## src/rtl/mram_access_ctrl_pkg.sv

```systemverilog
// Shared types and default timing for the MRAM access controller.
// State encoding, interval-counter width and default bus-cycle timings.
package mram_access_ctrl_pkg;

  typedef enum logic [2:0] {
    ST_IDLE      = 3'd0,
    ST_SETUP     = 3'd1,
    ST_WR_PULSE  = 3'd2,
    ST_RD_ACCESS = 3'd3,
    ST_RD_HOLD   = 3'd4,
    ST_RECOVER   = 3'd5
  } state_t;

  localparam int CNT_W       = 8;
  localparam int DEF_ADDR_W  = 20;
  localparam int DEF_DATA_W  = 16;
  localparam int DEF_LEN_W   = 8;
  localparam int DEF_T_SETUP = 1;
  localparam int DEF_T_WR    = 4;
  localparam int DEF_T_RD    = 4;
  localparam int DEF_T_REC   = 1;

endpackage

```

## src/rtl/mram_wait_counter.sv

```systemverilog
// Loadable down-counter shared by every bus-cycle interval.
// Loading N-1 makes the zero flag rise after exactly N cycles in a state.
module mram_wait_counter #(
  parameter int CNT_W = 8
) (
  input  logic             clk,
  input  logic             rst_n,
  input  logic             load,
  input  logic [CNT_W-1:0] load_val,
  output logic             zero
);

  logic [CNT_W-1:0] cnt;

  always_ff @(posedge clk or negedge rst_n) begin
    if (!rst_n)
      cnt <= '0;
    else if (load)
      cnt <= load_val;
    else if (cnt != '0)
      cnt <= cnt - 1'b1;
  end

  assign zero = (cnt == '0);

endmodule

```

## src/rtl/mram_access_ctrl.sv

```systemverilog
// Turns burst read/write requests plus a word stream into timed MRAM bus cycles.
// Strobes are decoded from the registered state so reset releases them at once.
module mram_access_ctrl
  import mram_access_ctrl_pkg::*;
#(
  parameter int ADDR_W  = DEF_ADDR_W,
  parameter int DATA_W  = DEF_DATA_W,
  parameter int LEN_W   = DEF_LEN_W,
  parameter int T_SETUP = DEF_T_SETUP,
  parameter int T_WR    = DEF_T_WR,
  parameter int T_RD    = DEF_T_RD,
  parameter int T_REC   = DEF_T_REC
) (
  input  logic              FPGA_clk,
  input  logic              FPGA_rst,
  input  logic              cmd_valid,
  output logic              cmd_ready,
  input  logic              cmd_write,
  input  logic [ADDR_W-1:0] cmd_addr,
  input  logic [LEN_W-1:0]  cmd_len,
  input  logic [1:0]        cmd_be,
  input  logic              abort,
  input  logic [DATA_W-1:0] wr_data,
  input  logic              wr_valid,
  output logic              wr_ready,
  output logic [DATA_W-1:0] rd_data,
  output logic              rd_valid,
  input  logic              rd_ready,
  output logic              busy,
  output logic              done,
  output logic              aborted,
  output logic [ADDR_W-1:0] mram_addr,
  output logic [DATA_W-1:0] mram_dq_out,
  output logic              mram_dq_oe,
  input  logic [DATA_W-1:0] mram_dq_in,
  output logic              chip_en,
  output logic              read_en,
  output logic              write_en,
  output logic              lb_en,
  output logic              ub_en
);

  localparam logic [CNT_W-1:0] LD_SETUP = CNT_W'(T_SETUP - 1);
  localparam logic [CNT_W-1:0] LD_WR    = CNT_W'(T_WR - 1);
  localparam logic [CNT_W-1:0] LD_RD    = CNT_W'(T_RD - 1);
  localparam logic [CNT_W-1:0] LD_REC   = CNT_W'(T_REC - 1);

  state_t             state, state_nxt;
  logic               cnt_load, cnt_zero;
  logic [CNT_W-1:0]   cnt_val;
  logic               dir_wr, have_word, abort_lat, done_r, aborted_r, rd_valid_r;
  logic [LEN_W-1:0]   len_r;
  logic [1:0]         be_r;
  logic [ADDR_W-1:0]  addr_r;
  logic [DATA_W-1:0]  wr_word, rd_word;
  logic               abort_eff, last_word, cmd_take, wr_take, rd_sample, rec_exit;

  mram_wait_counter #(.CNT_W(CNT_W)) u_wait (
    .clk      (FPGA_clk),
    .rst_n    (FPGA_rst),
    .load     (cnt_load),
    .load_val (cnt_val),
    .zero     (cnt_zero)
  );

  assign abort_eff = abort_lat | abort;
  assign last_word = (len_r == '0) || abort_eff;
  assign cmd_take  = cmd_valid && cmd_ready;
  assign wr_take   = wr_valid && wr_ready;
  assign rd_sample = (state == ST_RD_ACCESS) && cnt_zero;
  assign rec_exit  = (state == ST_RECOVER) && cnt_zero;

  always_ff @(posedge FPGA_clk or negedge FPGA_rst) begin
    if (!FPGA_rst)
      state <= ST_IDLE;
    else
      state <= state_nxt;
  end

  always_comb begin
    state_nxt = state;
    cnt_load  = 1'b0;
    cnt_val   = LD_SETUP;
    case (state)
      ST_IDLE: if (cmd_take) begin
        state_nxt = ST_SETUP;
        cnt_load  = 1'b1;
      end
      ST_SETUP: if (dir_wr) begin
        if (wr_take) begin
          cnt_load = 1'b1;
        end else if (have_word && cnt_zero) begin
          state_nxt = ST_WR_PULSE;
          cnt_load  = 1'b1;
          cnt_val   = LD_WR;
        end else if (!have_word && abort_eff) begin
          // Starved with nothing on the bus: safe to wind down without a strobe.
          state_nxt = ST_RECOVER;
          cnt_load  = 1'b1;
          cnt_val   = LD_REC;
        end
      end else if (cnt_zero) begin
        state_nxt = ST_RD_ACCESS;
        cnt_load  = 1'b1;
        cnt_val   = LD_RD;
      end
      ST_WR_PULSE: if (cnt_zero) begin
        state_nxt = ST_RECOVER;
        cnt_load  = 1'b1;
        cnt_val   = LD_REC;
      end
      ST_RD_ACCESS: if (cnt_zero) state_nxt = ST_RD_HOLD;
      ST_RD_HOLD: if (rd_ready || abort_eff) begin
        state_nxt = ST_RECOVER;
        cnt_load  = 1'b1;
        cnt_val   = LD_REC;
      end
      ST_RECOVER: if (cnt_zero) begin
        state_nxt = last_word ? ST_IDLE : ST_SETUP;
        cnt_load  = !last_word;
      end
      default: state_nxt = ST_IDLE;
    endcase
  end

  always_comb begin
    busy        = (state != ST_IDLE);
    cmd_ready   = (state == ST_IDLE) && !done_r;
    wr_ready    = (state == ST_SETUP) && dir_wr && !have_word;
    chip_en     = (state == ST_IDLE);
    read_en     = (state != ST_RD_ACCESS);
    write_en    = (state != ST_WR_PULSE);
    lb_en       = (state == ST_IDLE) ? 1'b1 : ~be_r[0];
    ub_en       = (state == ST_IDLE) ? 1'b1 : ~be_r[1];
    mram_dq_oe  = (state != ST_IDLE) && dir_wr && have_word;
    mram_dq_out = wr_word;
    mram_addr   = addr_r;
    rd_data     = rd_word;
    rd_valid    = rd_valid_r;
    done        = done_r;
    aborted     = done_r && aborted_r;
  end

  always_ff @(posedge FPGA_clk or negedge FPGA_rst) begin
    if (!FPGA_rst) begin
      dir_wr     <= 1'b0;
      len_r      <= '0;
      be_r       <= '0;
      addr_r     <= '0;
      have_word  <= 1'b0;
      abort_lat  <= 1'b0;
      done_r     <= 1'b0;
      aborted_r  <= 1'b0;
      rd_valid_r <= 1'b0;
    end else begin
      done_r    <= 1'b0;
      aborted_r <= 1'b0;
      if (state == ST_IDLE)
        abort_lat <= 1'b0;
      else if (abort)
        abort_lat <= 1'b1;
      if (cmd_take) begin
        dir_wr <= cmd_write;
        len_r  <= cmd_len;
        be_r   <= cmd_be;
        addr_r <= cmd_addr;
      end
      if (wr_take)
        have_word <= 1'b1;
      if (rd_sample)
        rd_valid_r <= 1'b1;
      else if ((state == ST_RD_HOLD) && (rd_ready || abort_eff))
        rd_valid_r <= 1'b0;
      if (rec_exit) begin
        have_word <= 1'b0;
        if (last_word) begin
          done_r    <= 1'b1;
          aborted_r <= abort_eff;
        end else begin
          addr_r <= addr_r + 1'b1;
          len_r  <= len_r - 1'b1;
        end
      end
    end
  end

  always_ff @(posedge FPGA_clk) begin
    if (wr_take)
      wr_word <= wr_data;
    if (rd_sample)
      rd_word <= mram_dq_in;
  end

endmodule

```

## config.mk

```make
export PLATFORM = sky130hd
export DESIGN_NAME = mram_access_ctrl
export DESIGN_NICKNAME = d
export VERILOG_FILES = /design/src/rtl/mram_access_ctrl_pkg.sv /design/src/rtl/mram_wait_counter.sv /design/src/rtl/mram_access_ctrl.sv
export SDC_FILE = /design/constraint.sdc
export NUM_CORES = 1
export LEC_CHECK = 0
export BUFFER_PORTS_ARGS = -buffer_cell sky130_fd_sc_hd__buf_2
export CAP_MARGIN = 5
export CORE_MARGIN = 5
export CORE_UTILIZATION = 45
export CTS_CLUSTER_SIZE = 25
export DETAILED_ROUTE_END_ITERATION = 6
export PLACE_DENSITY = 0.78
export REMOVE_ABC_BUFFERS = 1
export SLEW_MARGIN = 20
export SYNTH_ARGS = -nofsm -noshare
export SYNTH_HDL_FRONTEND = slang
export SYNTH_SLANG_ARGS = --single-unit
export TNS_END_PERCENT = 5
```

## constraint.sdc

```tcl
create_clock -name FPGA_clk -period 2.94 [get_ports FPGA_clk]
set_input_delay 0.441 -clock FPGA_clk [delete_from_list [all_inputs] [get_ports FPGA_clk]]
set_output_delay 0.441 -clock FPGA_clk [all_outputs]
set_load 0.005 [all_outputs]
```

Yosys cells after proc, flatten, opt, wreduce, memory -nomap -nowiden

Index checks and enable logic that the tools add are counted.

Output and inout bits: 64
Flip-flop bits (word level): 79

Reduce and logical (&&, ||, !) cells: 28
Bitwise logic cells: 3
Equality and inequality tests: 15
Add/sub/neg operators: 3
Muxes and demuxes: 46

Operator list:

| operator                                                               | count |
|---|---|
| 20-bit two-way mux                                                     | 3 |
| 8-bit two-way mux                                                      | 7 |
| 3-bit two-way mux                                                      | 10 |
| 1-bit two-way mux                                                      | 21 |
| 20-bit by 1-bit adder with 20-bit output (second input constant)       | 1 |
| 3-bit case mux with 6 select lines                                     | 1 |
| 8-bit zero test                                                        | 2 |
| 8-bit by 1-bit subtractor with 8-bit output (second input constant)    | 2 |
| 1-bit logical AND                                                      | 13 |
| 2-bit != test (second input constant)                                  | 4 |
| 8-bit AND reduction                                                    | 1 |
| 2-bit nonzero test                                                     | 4 |
| 8-bit nonzero test                                                     | 1 |
| 3-bit by 2-bit equality test with 1-bit output (second input constant) | 2 |
| 3-bit equality test (second input constant)                            | 2 |
| 2-bit two-way mux                                                      | 3 |
| 3-bit by 2-bit != test with 1-bit output (second input constant)       | 2 |
| 3-bit != test (second input constant)                                  | 2 |
| 1-bit case mux with 5 select lines                                     | 1 |
| 4-bit != test (second input constant)                                  | 1 |
| 3-bit by 1-bit equality test with 1-bit output (second input constant) | 1 |
| 1-bit zero test                                                        | 3 |
| 3-bit zero test                                                        | 1 |
| 3-bit nonzero test                                                     | 1 |
| 4 further kinds                                                        | 6 |

Longest topological paths before layout

Depth after elaboration: 8
Mapped depth: 9

Modules after synthesis

Synthesis repeated with hierarchy kept, for this count alone.

Cell total of the unflattened synthesis: 368
Area total of the unflattened synthesis: 3834.9 um2

Modules (own cells, without submodules):

| module            | area an instance (um2) | cells each | times used |
|---|---|---|---|
| mram_access_ctrl  | 3308.2                 | 311        | 1 |
| mram_wait_counter | 526.8                  | 57         | 1 |

Worst setup path before layout

OpenSTA, ideal clock, no wires.

Path type: flip-flop to flip-flop
Start: reg u_wait.cnt[0]
End: reg rd_word[0] (netlist: rd_data[0]) (enable)
Stages on the path, launching flop included: 6
Setup slack: 806 ps
Data required time: 2552 ps
Arrival time: 1746 ps
Cell sequence: dfrtp_1 -> inv_1 -> ha_1 -> nor4b_4 -> nand2_1 -> nor2_1

Word-level cells in the longest chain between the ends: 2

Ends and longest elaborated chain:

| item                     | line                    | text |
|---|---|---|
| start: declaration       | mram_wait_counter.sv:13 | `logic [CNT_W-1:0] cnt;` |
| start signal: assignment | mram_wait_counter.sv:19 | `cnt <= load_val;` |
| start signal: assignment | mram_wait_counter.sv:21 | `cnt <= cnt - 1'b1;` |
| 8-bit zero test          | mram_wait_counter.sv:24 | `assign zero = (cnt == '0);` |
| 1-bit logical AND        | mram_access_ctrl.sv:70  | `assign rd_sample = (state == ST_RD_ACCESS) && cnt_zero;` |
| named net rd_sample      | mram_access_ctrl.sv:56  | `logic abort_eff, last_word, cmd_take, wr_take, rd_sample, rec_exit;` |
| end signal: assignment   | mram_access_ctrl.sv:191 | `rd_word <= mram_dq_in;` |
| end: declaration         | mram_access_ctrl.sv:55  | `logic [DATA_W-1:0] wr_word, rd_word;` |

The timed path passes the listed nets, and every way through them passes these cells.
A chain may end at the register's enable or synchronous reset.

Worst setup path after layout

Start: reg len_r[0]
End: reg addr_r[3] (netlist: mram_addr[3])

Word-level cells in the longest chain between the ends: 4

Ends and longest elaborated chain:

| item                     | line                    | text |
|---|---|---|
| start: declaration       | mram_access_ctrl.sv:52  | `logic [LEN_W-1:0] len_r;` |
| start signal: assignment | mram_access_ctrl.sv:164 | `len_r <= cmd_len;` |
| start signal: assignment | mram_access_ctrl.sv:181 | `len_r <= len_r - 1'b1;` |
| 8-bit zero test          | mram_access_ctrl.sv:67  | `assign last_word = (len_r == '0) \|\| abort_eff;` |
| 1-bit logical OR         | mram_access_ctrl.sv:67  |  |
| 20-bit two-way mux       | mram_access_ctrl.sv:176 | `if (last_word) begin` |
| 20-bit two-way mux       | mram_access_ctrl.sv:174 | `if (rec_exit) begin` |
| end signal: assignment   | mram_access_ctrl.sv:166 | `addr_r <= cmd_addr;` |
| end signal: assignment   | mram_access_ctrl.sv:180 | `addr_r <= addr_r + 1'b1;` |
| end: declaration         | mram_access_ctrl.sv:54  | `logic [ADDR_W-1:0] addr_r;` |

No other way between the ends.

==> flow_summary.ini <==
[power_and_ir_drop]
p_leak_nw = 2.046
ir_worst_vdd_v = 0.0003910
cellPowerDensity_nw_per_um2 = 909.1
power_mw = 4.286

[place]
hpwl_mm = 7.308
placed_cells = 569
port_buffers = 132
routabilityCongestion = 0.8567
dpl_cell_area_um2 = 4492

[synthesis]
ys_async_sr_fraction = 0.5949
synth_ff_type = dfrtp_1
yosysMostFrequentCell = dfrtp_1
ys_types = 58
synth_enable_flop_cells = 32
syn_area_um2 = 3762
synth_top_area_frac = 0.3126
yosys_register_bits = 79
synth_area_leaders = dfrtp_1 (31%), edfxtp_1 (26%), nor2_1 (4.3%)
synth.avg_cell_area_um2 = 10.97
ys_seq_area_frac = 0.5680
yosysTopAreaCell = dfrtp_1
synth_common_cells = dfrtp_1 (47), nor2_1 (43), nand2_1 (37)
syn_inst = 343
yosysWarnings = 0

[grt]
use_met3 = 0.04477
gr-usage-met1 = 0.2501
antenna_found_initial = 0
grt_busiest_layer = met2
grt_pass1_vias = 3080
globalRouteOverflowTotal = 0
grt_max_degree = 48
grt_pass1_wl_mm = 15.10
track_usage = 0.1840
grtUsageMet2 = 0.2923

[critical_path]
path_max_fanout = 11
worst-setup-path-type = flop to flop
required_ns = 3.18
end_kind = flop
cp_data_arrival_time_ns = 2.70
startpoint_type = flop
r2r_slack_ns = 0.48

[finish]
design_area_um2 = 4715
fin_nets = 548
fill_cells = 720
drive_gt1_frac = 0.3563
area_delta_synth_final_pct = 25.31
postLayoutCoreUtil = 0.5767
final_cells = 585
diodes = 0

[timing]
finalSetupViolCount = 0
fin_setup_tns_ns = 0
max_slew.worst_pin.slew_ns = 0.6965
finalHoldViolCount = 0
skew_ns = 0.01240
slew_violations = 0
rsz0062_at_grt = no
relSlewSlack = 0.5345
max_freq_mhz = 406.0
finalCritPeriodShare = 0.8377
final.min_clock_period_ns = 2.463

[drt]
vias = 3256
avgRoutedWirePerCell_um = 16.49
routed_wl_mm = 9.649
antenna_left = 0
post-route-drc-count = 0
dr.pass1.iters = 4
vias_per_cell = 5.566
drtIter0Drc = 148

[clocking]
clock_latency_ns = 0.35
clock-sinks = 79
cts_inserted_buffers = 9
cts_tree = done
cts_resized = 0
cts_hold_buf = 0
clk_pin_slew_ns = 0.08
root_buffer = clkbuf_8
post-cts-setup-buffers = 0
htree_levels = 3
cts_buffer_depth = 2

[run]
max_cap_viol_count = 0

[floorplan]
pin_count = 133
die_w_um = 101.4
core_um2 = 8175
die_y_um = 101.4
dieArea_um2 = 10290
num_rows = 33
start_util = 0.4602

[status]
run_status = finished clean

[hold_path]
hold_path_class = input port to async pin
==> registers in the layout (all words and copies together), names as in the netlist, 2 cells and up <==
| register | count |
|---|---|
| be_r | 2 |
| u_wait.cnt | 8 |
| rd_data | 16 |
| state | 3 |
| mram_addr | 20 |
| mram_dq_out | 16 |
| len_r | 8 |
==> power breakdown <==
group	total [mW]	leakage [nW]	internal, mW	switching [mW]
Combinational	1.56	1.10	0.723	0.837
Sequential	1.83	0.842	1.47	0.365
Clock	0.894	0.104	0.484	0.409
Total	4.29	2.05	2.68	1.61
==> final timing paths <==
check / from / endpoint / cells past startpoint
max reg2reg: len_r[0] / mram_addr[3] / 8
min in group FPGA_clk: wr_data[9] / mram_dq_out[9] / 1
min: FPGA_rst / u_wait.cnt[4] / 1
min reg2reg: be_r[1] / be_r[1] / 2
max in group asynchronous: FPGA_rst / abort_lat / 1
max: len_r[0] / mram_addr[3] / 8
==> worst max-delay path, cell delays in order, from the launching register on <==
cell and delay (ns):
dfrtp_1 0.42, inv_1 0.08, ha_1 0.18, or3b_1 0.44, o21a_1 0.38, a21oi_2 0.35
buf_4 0.21, a21oi_1 0.04, o221a_1 0.25
==> per-stage QoR <==
step / hold WS, ns / worst slack [ns]
floorplan: 0.1454 / 0.7731
global placement: 0.4590 / 0.6170
detailed placement: 0.4721 / 0.5043
CTS: 0.2428 / 0.4911
global route: 0.1524 / 0.2951
finish: 0.09529 / 0.4772
==> placed cells by master, fill, tap and decap left out, drive strengths merged, types with 3 or more instances in the layout <==
| cell type | instances |
|---|---|
| o211ai | 4 |
| clkbuf | 10 |
| nand3 | 13 |
| a211oi | 9 |
| buf | 140 |
| o221a | 7 |
| ha | 4 |
| a311oi | 6 |
| o21ai | 8 |
| nand2 | 38 |
| nor4b | 3 |
| nor2 | 45 |
| inv | 12 |
| and2 | 3 |
| a31oi | 3 |
| nand4 | 5 |
| edfxtp | 32 |
| o21a | 6 |
| xnor2 | 3 |
| a21oi | 22 |
| nor3 | 9 |
| and4 | 5 |
| or3 | 4 |
| o22ai | 4 |
| and3 | 7 |
| a221o | 3 |
| dfrtp | 47 |
==> layer usage <==
layer | up-vias | routed length [um]
met5 | - | 0
met2 | 152 | 4330
met1 | 1562 | 4238
met3 | 12 | 956
li1 | 1530 | -
met4 | 0 | 124
==> cell type report <==
class	count	area, um^2	area share
clock inverters	6	92.59	0.01964
inverters	10	37.54	0.007962
flip-flops and latches	79	2137	0.4533
multi-input cells	235	1465	0.3108
clock buffers	10	127.6	0.02707
repair buffers	140	723.2	0.1534
well taps	105	131.4	0.02787
==> cell families after synthesis <==
family | after synthesis | share of synthesized area
multiplexers | 1 | 0.002661
AND/OR/NAND/NOR | 144 | 0.1962
buffers and inverters | 29 | 0.04257
flip-flops | 79 | 0.5680
AO/OA/AOI/OAI | 81 | 0.1656
adder cells (fa/ha/maj) | 4 | 0.01330
XOR/XNOR | 5 | 0.01164
(Power assumes the default switching activity.)
